[config.mk]
export PLATFORM = sky130hd
export DESIGN_NAME = frame_buffer_reader
export DESIGN_NICKNAME = d
export VERILOG_FILES = /design/src/rtl/video_pkg.sv /design/src/rtl/vga_timing_gen.sv /design/src/rtl/frame_buffer_reader.sv
export SDC_FILE = /design/constraint.sdc
export NUM_CORES = 1
export LEC_CHECK = 0
export ABC_AREA = 1
export BUFFER_PORTS_ARGS = -buffer_cell sky130_fd_sc_hd__buf_2
export CAP_MARGIN = 20
export CORE_MARGIN = 5
export CORE_UTILIZATION = 49
export CTS_BUF_LIST = sky130_fd_sc_hd__clkbuf_4 sky130_fd_sc_hd__clkbuf_8 sky130_fd_sc_hd__clkbuf_16
export DETAILED_ROUTE_END_ITERATION = 7
export GPL_ROUTABILITY_DRIVEN = 0
export PLACE_DENSITY = 0.74
export REMOVE_ABC_BUFFERS = 1
export SYNTH_ARGS = -nofsm -noshare
export SYNTH_HDL_FRONTEND = slang
export SYNTH_HIERARCHICAL = 1
export SYNTH_SLANG_ARGS = --single-unit
[constraint.sdc]
create_clock -name clk -period 2.3 [get_ports clk]
set_clock_uncertainty 0.05 [all_clocks]
set_input_delay 0.23 -clock clk [delete_from_list [all_inputs] [get_ports clk]]
set_output_delay 0.23 -clock clk [all_outputs]
set_load 0.02 [all_outputs]
[src/rtl/video_pkg.sv]
// Shared VGA 640x480@60 timing constants and raster types for the video path.
package video_pkg;

  localparam int VGA_H_ACTIVE = 640;
  localparam int VGA_H_FP     = 16;
  localparam int VGA_H_SYNC   = 96;
  localparam int VGA_H_BP     = 48;
  localparam int VGA_V_ACTIVE = 480;
  localparam int VGA_V_FP     = 10;
  localparam int VGA_V_SYNC   = 2;
  localparam int VGA_V_BP     = 33;

  localparam int VGA_H_TOTAL = VGA_H_ACTIVE + VGA_H_FP + VGA_H_SYNC + VGA_H_BP;
  localparam int VGA_V_TOTAL = VGA_V_ACTIVE + VGA_V_FP + VGA_V_SYNC + VGA_V_BP;
  localparam int FRAME_SZ    = VGA_H_ACTIVE * VGA_V_ACTIVE;
  localparam int ADDR_W      = $clog2(FRAME_SZ);

  // Raster run state: idle holds the counters at the frame origin
  typedef enum logic {
    ST_IDLE = 1'b0,
    ST_RUN  = 1'b1
  } raster_state_t;

  // Per-position timing flags carried through the read-latency pipe
  typedef struct packed {
    logic active;
    logic hs;
    logic vs;
    logic first;
  } raster_flags_t;

  // Map an asserted/deasserted sync condition to the pin level
  function automatic logic sync_level(input logic asserted, input logic pol);
    return asserted ? pol : ~pol;
  endfunction

endpackage

[src/rtl/vga_timing_gen.sv]
// Raster counters and raw (undelayed) timing flags for a VGA-style display.
module vga_timing_gen
  import video_pkg::*;
#(
  parameter int H_ACTIVE = VGA_H_ACTIVE,
  parameter int H_FP     = VGA_H_FP,
  parameter int H_SYNC   = VGA_H_SYNC,
  parameter int H_BP     = VGA_H_BP,
  parameter int V_ACTIVE = VGA_V_ACTIVE,
  parameter int V_FP     = VGA_V_FP,
  parameter int V_SYNC   = VGA_V_SYNC,
  parameter int V_BP     = VGA_V_BP
) (
  input  logic clk,
  input  logic reset,
  input  logic enable,
  output logic active,
  output logic hs_raw,
  output logic vs_raw,
  output logic first_pixel
);

  localparam int H_TOTAL  = H_ACTIVE + H_FP + H_SYNC + H_BP;
  localparam int V_TOTAL  = V_ACTIVE + V_FP + V_SYNC + V_BP;
  localparam int HW       = $clog2(H_TOTAL);
  localparam int VW       = $clog2(V_TOTAL);
  localparam int HS_START = H_ACTIVE + H_FP;
  localparam int HS_END   = H_ACTIVE + H_FP + H_SYNC;
  localparam int VS_START = V_ACTIVE + V_FP;
  localparam int VS_END   = V_ACTIVE + V_FP + V_SYNC;

  logic [HW-1:0] h_cnt;
  logic [VW-1:0] v_cnt;
  raster_state_t state;
  logic          run;

  // Run state and raster counters; origin is held until the first run cycle
  always_ff @(posedge clk or posedge reset) begin
    if (reset) begin
      state <= ST_IDLE;
      h_cnt <= '0;
      v_cnt <= '0;
    end else if (!enable) begin
      state <= ST_IDLE;
      h_cnt <= '0;
      v_cnt <= '0;
    end else begin
      state <= ST_RUN;
      if (state == ST_RUN) begin
        if (h_cnt == HW'(H_TOTAL - 1)) begin
          h_cnt <= '0;
          if (v_cnt == VW'(V_TOTAL - 1)) v_cnt <= '0;
          else                           v_cnt <= v_cnt + 1'b1;
        end else begin
          h_cnt <= h_cnt + 1'b1;
        end
      end
    end
  end

  // Raw flags; gating on enable too makes a dropped enable blank the pipe input at once
  always_comb begin
    run         = (state == ST_RUN) && enable;
    active      = run && (h_cnt < HW'(H_ACTIVE)) && (v_cnt < VW'(V_ACTIVE));
    hs_raw      = run && (h_cnt >= HW'(HS_START)) && (h_cnt < HW'(HS_END));
    vs_raw      = run && (v_cnt >= VW'(VS_START)) && (v_cnt < VW'(VS_END));
    first_pixel = active && (h_cnt == '0) && (v_cnt == '0);
  end

endmodule

[src/rtl/frame_buffer_reader.sv]
// Frame buffer scan-out: raster-order read address, RAM latency realignment
// and registered VGA output (pixel, hsync, vsync, de, frame_start).
module frame_buffer_reader
  import video_pkg::*;
#(
  parameter int W        = 8,
  parameter int H_ACTIVE = VGA_H_ACTIVE,
  parameter int H_FP     = VGA_H_FP,
  parameter int H_SYNC   = VGA_H_SYNC,
  parameter int H_BP     = VGA_H_BP,
  parameter int V_ACTIVE = VGA_V_ACTIVE,
  parameter int V_FP     = VGA_V_FP,
  parameter int V_SYNC   = VGA_V_SYNC,
  parameter int V_BP     = VGA_V_BP,
  parameter bit SYNC_POL = 1'b0,
  parameter int RAM_LAT  = 2
) (
  input  logic                                   clk,
  input  logic                                   reset,
  input  logic                                   enable,
  input  logic [W-1:0]                           ram_q,
  output logic [$clog2(H_ACTIVE*V_ACTIVE)-1:0]   read_address,
  output logic [W-1:0]                           pixel,
  output logic                                   hsync,
  output logic                                   vsync,
  output logic                                   de,
  output logic                                   frame_start
);

  localparam int          PIX_CNT = H_ACTIVE * V_ACTIVE;
  localparam int          AW      = $clog2(PIX_CNT);
  localparam int unsigned LAT     = RAM_LAT;

  logic          active;
  logic          hs_raw;
  logic          vs_raw;
  logic          first_pixel;
  raster_flags_t raw;
  raster_flags_t pipe [LAT];
  raster_flags_t tail;

  vga_timing_gen #(
    .H_ACTIVE (H_ACTIVE),
    .H_FP     (H_FP),
    .H_SYNC   (H_SYNC),
    .H_BP     (H_BP),
    .V_ACTIVE (V_ACTIVE),
    .V_FP     (V_FP),
    .V_SYNC   (V_SYNC),
    .V_BP     (V_BP)
  ) u_timing (
    .clk         (clk),
    .reset       (reset),
    .enable      (enable),
    .active      (active),
    .hs_raw      (hs_raw),
    .vs_raw      (vs_raw),
    .first_pixel (first_pixel)
  );

  // Bundle the raw flags for the latency pipe
  always_comb begin
    raw       = '0;
    raw.active = active;
    raw.hs     = hs_raw;
    raw.vs     = vs_raw;
    raw.first  = first_pixel;
    tail       = pipe[LAT-1];
  end

  // Linear read address: advances on active cycles, wraps after the last pixel
  always_ff @(posedge clk or posedge reset) begin
    if (reset) begin
      read_address <= '0;
    end else if (!enable) begin
      read_address <= '0;
    end else if (active) begin
      if (read_address == AW'(PIX_CNT - 1)) read_address <= '0;
      else                                  read_address <= read_address + 1'b1;
    end
  end

  // Delay timing flags by the RAM read latency
  always_ff @(posedge clk or posedge reset) begin
    if (reset) begin
      for (int unsigned i = 0; i < LAT; i++) pipe[i] <= '0;
    end else begin
      pipe[0] <= raw;
      for (int unsigned i = 1; i < LAT; i++) pipe[i] <= pipe[i-1];
    end
  end

  // Output register: data and timing leave the block on the same edge
  always_ff @(posedge clk or posedge reset) begin
    if (reset) begin
      pixel       <= '0;
      de          <= 1'b0;
      hsync       <= ~SYNC_POL;
      vsync       <= ~SYNC_POL;
      frame_start <= 1'b0;
    end else begin
      pixel       <= tail.active ? ram_q : '0;
      de          <= tail.active;
      hsync       <= sync_level(tail.hs, SYNC_POL);
      vsync       <= sync_level(tail.vs, SYNC_POL);
      frame_start <= tail.first;
    end
  end

endmodule

==> flow_summary.yaml <==
outcome:
  status: "finished clean"
synthesis:
  syn_inst: 393
  synth_cell_type_count: 32
  syn_area_sq_um: 3149
  synth.top_cell.area_share_pct: 46.09
  yosysSeqAreaShare_pct: 47.76
  synth_seq_cells: 60
  synth-edff-count: 0
  synth.avg_cell_area_sq_um: 8.013
  synthTopCellsByCount: "nand2_1 (85), inv_1 (61), dfrtp_1 (58)"
  ys.flop_type: "dfrtp_1"
  yosysWarningCount: 6
  synthTopCellsByArea: "dfrtp_1 (46%), nand2_1 (10%), inv_1 (7.3%)"
  yosys.area.top_type: "dfrtp_1"
  async_flop_share_pct: 100.0
  synth.most_common_cell: "nand2_1"
finish:
  multiInputGateArea_sq_um: 1345
  nets: 459
  layout-drive-gt1-share_pct: 23.44
  seqCellArea_sq_um: 1504
  fillers: 578
  final_cells: 525
  areaGrowthSynthToFinish_pct: 15.97
  diodes: 0
critical_path:
  reg2reg_slack_ns: 0.32
  crit_type: "reg -> reg"
  timing.rr.start: "u_timing/v_cnt[8]$_DFFE_PP0P_"
  cp-end-kind: "flip-flop"
  cp_common_cell: "inv_1"
  path_max_fanout: 9
  critPathSlowestCell: "dfrtp_1"
  critPathLaunchType: "flip-flop"
  crit_start: "u_timing/v_cnt[8]$_DFFE_PP0P_"
  arrival_ns: 2.14
  crit_path_cell_trace: "inv_1, nor3_1, nor2_2, inv_1, nand2_2, inv_1, nor3_1, o21ai_0, nor2_2"
  max_stage_delay_ns: 0.40
  critical_path_required_ns: 2.46
sta:
  rsz0062_at_grt: "no"
  finalHoldViolCount: 0
  fmax_mhz: 505.9
  fin_tns_setup_ns: 0
  whs_ns: 0.03080
  post-route-period-util_pct: 85.94
  slew_violations: 0
  layout_min_cycle_time_ns: 1.977
  setup_viol: 0
  tightest_slew_ns: 0.8298
  maxSlewHeadroom_pct: 44.62
global_routing:
  grt_max_degree: 40
  gr-total-overflow: 0
  grt_pass1_vias: 2588
  grt_pass1_wl_um: 11540
  grt_util_all_layers_pct: 17.13
  antenna_found_initial: 0
placement:
  dp_hpwl_um: 4525
  portBuffers: 41
  placedCellCount: 508
drt:
  firstDrtPassIters: 4
  wl_met2_um: 2912
  met3WireLength_um: 446
  viasPerCell: 4.930
  drc: 0
  detail_route.iter0.violations: 122
  wl_met1_um: 2926
  num_vias: 2588
  totalWireLength_um: 6370
  dr.max_layer_used: "met4"
  ant_nets: 0
  wire_per_inst_um: 12.13
cts:
  insertion_delay_ns: 0.34
  cts_root_buf: "clkbuf_8"
  cts_made_buffers: 9
  cts_setup_buffers: 0
  ctsLongestPathBuffers: 2
  cts_tree: "yes"
  htree_levels: 3
  cts.sinks: 60
  path_clk_slew_ns: 0.07
pwr:
  ir_worst_vdd_mv: 0.3383
  power_density_nw_per_um2: 650.8
  power_leakage_nw: 1.835
floorplanning:
  io_pins: 42
  die_w_um: 90.17
  start_util_pct: 49.88
  core_region_area_sq_um: 6314
  die_h_um: 90.17
  core.rowCount: 29
  die-area_sq_um: 8131
run:
  cap_violations: 0
min_path:
  hp-start: "ram_q[4]"
  hold_class: "in -> reg"
[metal layers]
layer / vias up / track usage, %
met5: - / 0
met4: 0 / 8.065
met3: 9 / 5.175
met2: 73 / 26.28
met1: 1187 / 22.10
li1: 1319 / -
[worst max-delay path: cells and delay by family (launching register included)]
kind | cells | cell delay, ns
AO/OA/AOI/OAI | 1 | 0.20
buffers and inverters | 3 | 0.44
flip-flops | 1 | 0.40
AND/OR/NAND/NOR | 5 | 0.78
[power by group]
part	internal (mW)	switching, mW	total [mW]
clock network	0.622	0.425	1.05
logic	0.0645	0.139	0.203
registers	1.09	0.0365	1.13
total	1.78	0.600	2.38
[worst paths after layout]
| path | to | cells after the start |
|---|---|---|
| min in group asynchronous | read_address[15]$_DFFE_PP0P_ | 4 |
| setup / recovery | read_address[12]$_DFFE_PP0P_ | 9 |
| max in group asynchronous | u_timing/v_cnt[5]$_DFFE_PP0P_ | 3 |
| hold / removal | pixel[4]$_DFF_PP0_ | 3 |
| setup reg to reg | read_address[12]$_DFFE_PP0P_ | 9 |
| hold reg to reg | pipe[0]$_DFF_PP0_ | 0 |
[sequential cells by signal, summed over array words and instances (netlist names)]
| signal | count |
|---|---|
| frame_start | 1 |
| u_timing/v_cnt | 10 |
| pipe | 8 |
| u_timing/state | 1 |
| u_timing/h_cnt | 10 |
| hsync | 1 |
| de | 1 |
| pixel | 8 |
| vsync | 1 |
| read_address | 19 |
[through the flow]
stage          power, mW  cell area (sq um)  setup WS [ns]  util (%)
2_1_floorplan      1.274               3095         0.6162         -
3_3_place_gp       1.346               3412         0.3368     54.04
3_5_place_dp       1.349               3412         0.2811     54.04
4_1_cts            2.409               3642         0.2673     57.69
5_1_grt            2.487               3652        0.03850     57.85
6_report           2.377               3652         0.3233     57.85
[final cells by class]
| cell class | count | share of cell area (%) |
|---|---|---|
| Inverter | 67 | 7.023 |
| Sequential cell | 60 | 41.18 |
| Multi-Input combinational cell | 261 | 36.83 |
| Clock buffer | 10 | 3.597 |
| Clock inverter | 6 | 2.432 |
| Tap cell | 77 | 2.638 |
| Timing Repair Buffer | 44 | 6.304 |
[layout by cell type, fill, tap and decap left out, types with 5 or more instances in the layout]
master     n
o21ai_0   12
nor2_2    19
inv_2      5
nand2_2    6
nand4_1    8
nor3_1    10
a21oi_1    5
nand3_1   32
nand2_1   85
inv_1     61
nor2_1    46
xor2_1     8
ha_1       5
dfrtp_1   58
clkbuf_8   9
buf_2     41
[timing repair]
action,in CTS,in global routing
hold buffers,1,0
gates resized for setup,0,3
setup endpoints to repair,0,7
endpoints found under the hold margin,37,0
[cell families (layout without fill, tap and decap cells)]
family,Yosys count,after routing,synth area share [%]
buffers and inverters,72,127,9.853
and+or+nand+nor,222,222,33.33
DFF,60,60,47.76
AOI/OAI and AO/OA,24,24,4.291
xor gates and xnor gates,10,10,2.781
adders and majority gates,5,5,1.986
Note: power is estimated with default switching activity, not from simulation.
